## src/rtl/uart_rx_if.sv

```systemverilog
// Receiver-side signal bundle: serial line in, received byte and status strobes out.
// The master modport is the receiver; the slave modport is the line driver / byte consumer.
interface uart_rx_if;
  logic       rx_pin;
  logic [7:0] rx_data;
  logic       rx_valid;
  logic       frame_err;
  logic       busy;

  modport master (
    input  rx_pin,
    output rx_data, rx_valid, frame_err, busy
  );

  modport slave (
    output rx_pin,
    input  rx_data, rx_valid, frame_err, busy
  );
endinterface

```

## src/rtl/uart_rx.sv

```systemverilog
// 8N1 UART receiver, LSB first, mid-bit sampling of a two-flop synchronised line.
// Emits a one-cycle rx_valid per good byte and a one-cycle frame_err per bad stop bit.
module uart_rx #(
  parameter int SIZE_COUNTER  = 16,
  parameter int LIMIT_COUNTER = 103
) (
  input  logic     clk,
  input  logic     rst_n,
  uart_rx_if.master bus
);

  localparam logic [SIZE_COUNTER-1:0] LIMIT = SIZE_COUNTER'(LIMIT_COUNTER);
  localparam logic [SIZE_COUNTER-1:0] HALF  = SIZE_COUNTER'(LIMIT_COUNTER >> 1);
  localparam logic [SIZE_COUNTER-1:0] ONE   = SIZE_COUNTER'(1);

  typedef enum logic [2:0] {
    IDLE,
    START,
    DATA,
    STOP,
    WAIT_HI
  } state_t;

  state_t                  state, state_next;
  logic [SIZE_COUNTER-1:0] cnt, cnt_next;
  logic [2:0]              bit_idx, bit_idx_next;
  logic [7:0]              shift, shift_next;
  logic [7:0]              rx_data_q, rx_data_next;
  logic                    rx_valid_q, rx_valid_next;
  logic                    frame_err_q, frame_err_next;
  logic                    rx_meta, rx_s;

  // NOTE: state registers use non-blocking assignments so every flop samples pre-edge values.
  // Synchroniser flops reset to 1 so a reset never looks like a start bit.
  always_ff @(posedge clk) begin
    if (!rst_n) begin
      rx_meta     <= 1'b1;
      rx_s        <= 1'b1;
      state       <= IDLE;
      cnt         <= '0;
      bit_idx     <= '0;
      shift       <= '0;
      rx_data_q   <= '0;
      rx_valid_q  <= 1'b0;
      frame_err_q <= 1'b0;
    end else begin
      rx_meta     <= bus.rx_pin;
      rx_s        <= rx_meta;
      state       <= state_next;
      cnt         <= cnt_next;
      bit_idx     <= bit_idx_next;
      shift       <= shift_next;
      rx_data_q   <= rx_data_next;
      rx_valid_q  <= rx_valid_next;
      frame_err_q <= frame_err_next;
    end
  end

  // NOTE: every output of this block gets a default first, so no path can infer a latch.
  always_comb begin
    state_next     = state;
    cnt_next       = cnt;
    bit_idx_next   = bit_idx;
    shift_next     = shift;
    rx_data_next   = rx_data_q;
    rx_valid_next  = 1'b0;
    frame_err_next = 1'b0;

    case (state)
      IDLE: begin
        cnt_next = '0;
        if (!rx_s) state_next = START;
      end

      // Re-check the start bit at its middle; a short glitch is dropped silently.
      START: begin
        if (cnt == HALF) begin
          cnt_next     = '0;
          bit_idx_next = '0;
          state_next   = rx_s ? IDLE : DATA;
        end else begin
          cnt_next = cnt + ONE;
        end
      end

      DATA: begin
        if (cnt == LIMIT) begin
          cnt_next   = '0;
          shift_next = {rx_s, shift[7:1]};
          if (bit_idx == 3'd7) state_next = STOP;
          else                 bit_idx_next = bit_idx + 3'd1;
        end else begin
          cnt_next = cnt + ONE;
        end
      end

      STOP: begin
        if (cnt == LIMIT) begin
          cnt_next = '0;
          if (rx_s) begin
            rx_data_next  = shift;
            rx_valid_next = 1'b1;
            state_next    = IDLE;
          end else begin
            frame_err_next = 1'b1;
            state_next     = WAIT_HI;
          end
        end else begin
          cnt_next = cnt + ONE;
        end
      end

      // A held-low line (break) must return high before another start is accepted.
      WAIT_HI: begin
        cnt_next = '0;
        if (rx_s) state_next = IDLE;
      end

      default: state_next = IDLE;
    endcase
  end

  assign bus.rx_data   = rx_data_q;
  assign bus.rx_valid  = rx_valid_q;
  assign bus.frame_err = frame_err_q;
  assign bus.busy      = (state != IDLE);

endmodule

```

## src/flat_wrapper.sv

```systemverilog
// flat-port wrapper written by rule: the top's interface ports become plain ports
module uart_rx_flat 
#(
  parameter int SIZE_COUNTER  = 16,
  parameter int LIMIT_COUNTER = 103
)
  (clk, rst_n, bus_rx_pin, bus_rx_data, bus_rx_valid, bus_frame_err, bus_busy);
  uart_rx_if bus_i ();
  input  logic clk;
  input  logic rst_n;
  input wire logic [$bits(bus_i.rx_pin)-1:0] bus_rx_pin;
  output wire logic [$bits(bus_i.rx_data)-1:0] bus_rx_data;
  output wire logic [$bits(bus_i.rx_valid)-1:0] bus_rx_valid;
  output wire logic [$bits(bus_i.frame_err)-1:0] bus_frame_err;
  output wire logic [$bits(bus_i.busy)-1:0] bus_busy;
  assign bus_i.rx_pin = bus_rx_pin;
  assign bus_rx_data = bus_i.rx_data;
  assign bus_rx_valid = bus_i.rx_valid;
  assign bus_frame_err = bus_i.frame_err;
  assign bus_busy = bus_i.busy;
  uart_rx #(.SIZE_COUNTER(SIZE_COUNTER), .LIMIT_COUNTER(LIMIT_COUNTER)) u_core (.clk(clk), .rst_n(rst_n), .bus(bus_i));
endmodule
```

## config.mk

```make
export PLATFORM = sky130hd
export DESIGN_NAME = uart_rx_flat
export DESIGN_NICKNAME = d
export VERILOG_FILES = /design/src/rtl/uart_rx_if.sv /design/src/rtl/uart_rx.sv /design/src/flat_wrapper.sv
export SDC_FILE = /design/constraint.sdc
export NUM_CORES = 1
export LEC_CHECK = 0
export BUFFER_PORTS_ARGS = -buffer_cell sky130_fd_sc_hd__clkbuf_2
export CAP_MARGIN = 20
export CORE_MARGIN = 2
export CORE_UTILIZATION = 50
export CTS_CLUSTER_SIZE = 30
export DETAILED_ROUTE_END_ITERATION = 12
export GPL_ROUTABILITY_DRIVEN = 0
export PLACE_DENSITY = 0.68
export SLEW_MARGIN = 20
export SYNTH_ARGS = -nofsm -noshare
export SYNTH_HDL_FRONTEND = slang
export SYNTH_SLANG_ARGS = --single-unit
export TNS_END_PERCENT = 10
```

## constraint.sdc

```tcl
create_clock -name clk -period 4.4 [get_ports clk]
set_input_delay 0.44 -clock clk [delete_from_list [all_inputs] [get_ports clk]]
set_output_delay 0.44 -clock clk [all_outputs]
set_load 0.03 [all_outputs]
```

==> results list <==
- For this design, the sink count on the clock tree is 42.
- The number of antenna violations at the first check in global routing is 0.
* Total grt overflow: 0
- Postcts setup bufs: 0
* Max FO, Critical Path: 21
- For this run, design rule violations remaining after detail routing come to 0.
- Status: finished, final reports clean
- Of the total power, the share spent switching nets is 0.239.
- Ports: 14
- Data on the critical path is required at its endpoint by about 4.6 ns.
- In this run the worst hold path is classified as in -> reg.
* Count of final setup violators: 0
- Floorplan row count: 22
- Cell with the biggest individual delay on the critical path: nand4_1
- The routed design could run at a clock period as short as around 2.8 ns.
* Total of buffers placed on input and output ports: 13
- Post-DP HPWL: approximately 2800 um
- Synthesis produced approximately 220 cells.
- Clk_lat worst skew: 0.30 ns
- Average wire per cell in the routed design: ~15 um
- The worst setup path is launched from a flip-flop.
* Yosys top cell area share: 0.422
- Bufs and invs on worst path: 0
* Leading register cell type out of synthesis: dfxtp_1
- The critical path runs through a total of 5 cells.
- Ordered list of cells on the worst path: ha_1 > nor4b_1 > nand4_1 > o32ai_2 > mux2i_1
- The floorplan step set the die height to 67.2 um.
- Counting every net in the synthesized netlist gives approximately 230.
* Max-cap violation count: 0
- In the final layout, the share of cells above drive strength 1 is 0.145.
* Cell leakage power: between 0.6 and 0.7 nW
- For this run, the detailed router's first-pass iteration total came to 4.
- Total wire length: 4050 um
* TritonCTS clock tree: built
* Highest attainable clock frequency: 352 MHz
- The number of slew-limit violations in the final report came to 0.
- STA classifies the critical path endpoint as a flip-flop.
- Effective utilization at floorplan: 0.533
* CP Class: reg -> reg
- Vias in the first global route: about 1,500
* Number of flops mapped to enable cells by yosys: 0
- Gates resized, CTS repair: 0
- A synthesized cell averages between 8 and 9 um^2.
* Total count of hold-check failures in the final report: 0
- IR analysis of the VDD net gives a maximum drop of 0.136 mV.
- Library cell with the highest instance count after synthesis: dfxtp_1
- The routed layout has 1,657 vias.
- Worst Tran Pin Value: 0.870 ns
- H-Tree Level Count: 2
- End point of the critical path: u_core.bit_idx[1]$_SDFFE_PN0P_
* Number of DRC markers in iteration 0: approximately 110
- Source of the worst register-to-register timing path: u_core.cnt[0]$_SDFFE_PN0P_
* Global-route wire length before repair: 6910 um
- Floorplan Core Area: between 3000 and 4000 um^2
* Post-synth top area cell: dfxtp_1
- The share of total power dissipated in combinational logic is 0.022.
- Design Power: 0.000659 W
- Across every metal layer, demand over resource in global routing totals 0.208.
- The analysis attributes to net switching a power of approximately 0.00016 W.
- Of the synthesized area, sequential elements account for 0.422.
* Die Wd: 67.2 um
- Total internal power: between 0.0005 and 0.0006 W
- After synthesis, the netlist uses 44 different library cells.
- Entering global routing, the biggest net connects 34 pins.
- Non-Filler Instances: roughly 280
- The floorplan step defined a die boundary enclosing between 4000 and 5000 um^2.
* Max Root-Sink Buffers: 2
- The worst register-to-register path has a setup slack of 1.56 ns.
- Clock-pin slew was measured on the worst setup and hold paths at around 0.090 ns.
* Clock power frac: 0.394
- In the finished design, the share of the clock period the worst path needs comes to 0.646.
* YS warnings: 0
- Max transition margin: 0.418
- After synthesis, the share of flip-flops with an asynchronous set or reset is 0.
- Hold buffer count at CTS: 0
- Count of state elements after synthesis: 42
- The net count of the finished layout is about 230.
- Library cell used as clock root buffer: clkbuf_8
* Depth of the most critical reg-to-reg path: 5
- Setup total negative slack on the finished layout was measured at 0 ns.
- For the final database, setup skew stands at slightly above 0.008 ns.
* Worst setup path startpoint: u_core.cnt[0]$_SDFFE_PN0P_
- Areal power density over the cells: between 300 and 400 nW/um^2
- For this run, the slowest stage of the critical path takes between 0.7 and 0.8 ns.
- Once detail routing completed, the nets flagged for antenna violations numbered 0.
* Top cell types by occurrence after synthesis: dfxtp_1 (42), nand3_1 (24), o21ai_0 (23)
- Using the TritonRoute via totals, the vias-per-cell ratio works out to ~6.0.
- Critical path arrival: just over 3 ns
- Counting tap cells, the placed design contains a total of about 270 instances.
- Setup repair after global routing left no endpoint under its margin.
* Total clock buffers created by CTS: 5
- Cell types with the largest area share after synthesis: dfxtp_1 (42%), nand3_1 (6.0%), o21ai_0 (5.8%), a21boi_0 (5.6%), mux2i_1 (3.0%)
- Cell type group with the largest total delay on the critical path: simple AND/OR/NAND/NOR gates
- The worst hold path begins at bus_rx_pin.
* ANT cells: 0
- In this run the critical register-to-register path is captured at u_core.bit_idx[1]$_SDFFE_PN0P_.
- Of the total power, registers draw 0.584.
* Cell area after synthesis: around 2000 um^2
- Post-placement worst setup slack: 1.55 ns
- The area growth from synthesis to layout is 7.59%.
* Final setup margin: roughly 1.6 ns
==> final cells by class <==
| class | count | area [um^2] |
|---|---|---|
| inverter | 3 | 11.3 |
| clock inverter | 3 | 25.0 |
| timing repair buffer | 13 | 65.1 |
| multi-input combinational | 162 | 1070 |
| sequential | 42 | 841 |
| fill | 340 | 1600 |
| tap | 48 | 60.1 |
| clock buffer | 5 | 68.8 |
==> per-layer routing <==
| layer | part of all wire | track usage |
|---|---|---|
| met4 | 0.011 | 0.105 |
| met5 | 0 | 0 |
| met3 | 0.055 | 0.0567 |
| met2 | 0.44 | 0.312 |
| met1 | 0.49 | 0.273 |
==> layout by cell type (no fill, tap or decap), types with 7 or more instances in the layout <==
cell,netlist,final
dfxtp_1,42,42
nand3_1,24,24
o21ai_0,23,23
a21boi_0,15,15
clkbuf_2,1,13
nor3_1,12,12
nand2_1,10,10
nand4_1,7,7
nor2_1,7,7
==> stage by stage <==
stage	util	hold slack, ns	instance area, um^2
4_1_cts	0.573	0.308	2150
3_3_place_gp	0.548	0.398	2050
3_5_place_dp	0.548	0.398	2050
6_report	0.573	0.317	2150
2_1_floorplan	-	0.386	1990
5_1_grt	0.573	0.326	2150
==> state kept, by name, summed over array words and instances (netlist names) <==
signal,count
u_core.bit_idx,3
u_core.bus.rx_valid,1
u_core.rx_meta,1
u_core.shift,8
u_core.bus.frame_err,1
u_core.bus.rx_data,8
u_core.cnt,16
u_core.state,3
u_core.rx_s,1
==> power groups by stage <==
stage	combinational, W	sequential (W)	clock, W
2_1_floorplan	0.0000126	0.000392	0
3_3_place_gp	0.0000141	0.000393	0
6_report	0.0000146	0.000385	0.000260
5_1_grt	0.0000163	0.000385	0.000289
4_1_cts	0.0000145	0.000385	0.000267
3_5_place_dp	0.0000145	0.000394	0
==> worst min-delay path by stage <==
stage	cells after the start	endpoint	slack [ns]
finish	2	u_core.rx_meta$_SDFF_PN1_	0.32
CTS	2	u_core.rx_meta$_SDFF_PN1_	0.31
global placement	1	u_core.rx_s$_SDFF_PN1_	0.40
floorplan	1	u_core.rx_s$_SDFF_PN1_	0.39
detailed placement	1	u_core.rx_s$_SDFF_PN1_	0.40
global route	2	u_core.rx_meta$_SDFF_PN1_	0.33
==> logic make-up (layout without fill, tap and decap cells) <==
logic type                 after synthesis  count (layout)  synth area share
and+or+nand+nor                         91              91             0.263
xor gates and xnor gates                 9               9            0.0395
buffers and inverters                   18              24            0.0395
DFF                                     42              42             0.422
AOI/OAI and AO/OA                       53              53             0.187
muxes                                    6               6            0.0301
adders and majority gates                3               3            0.0188
Power figures use the tool's default switching activity.
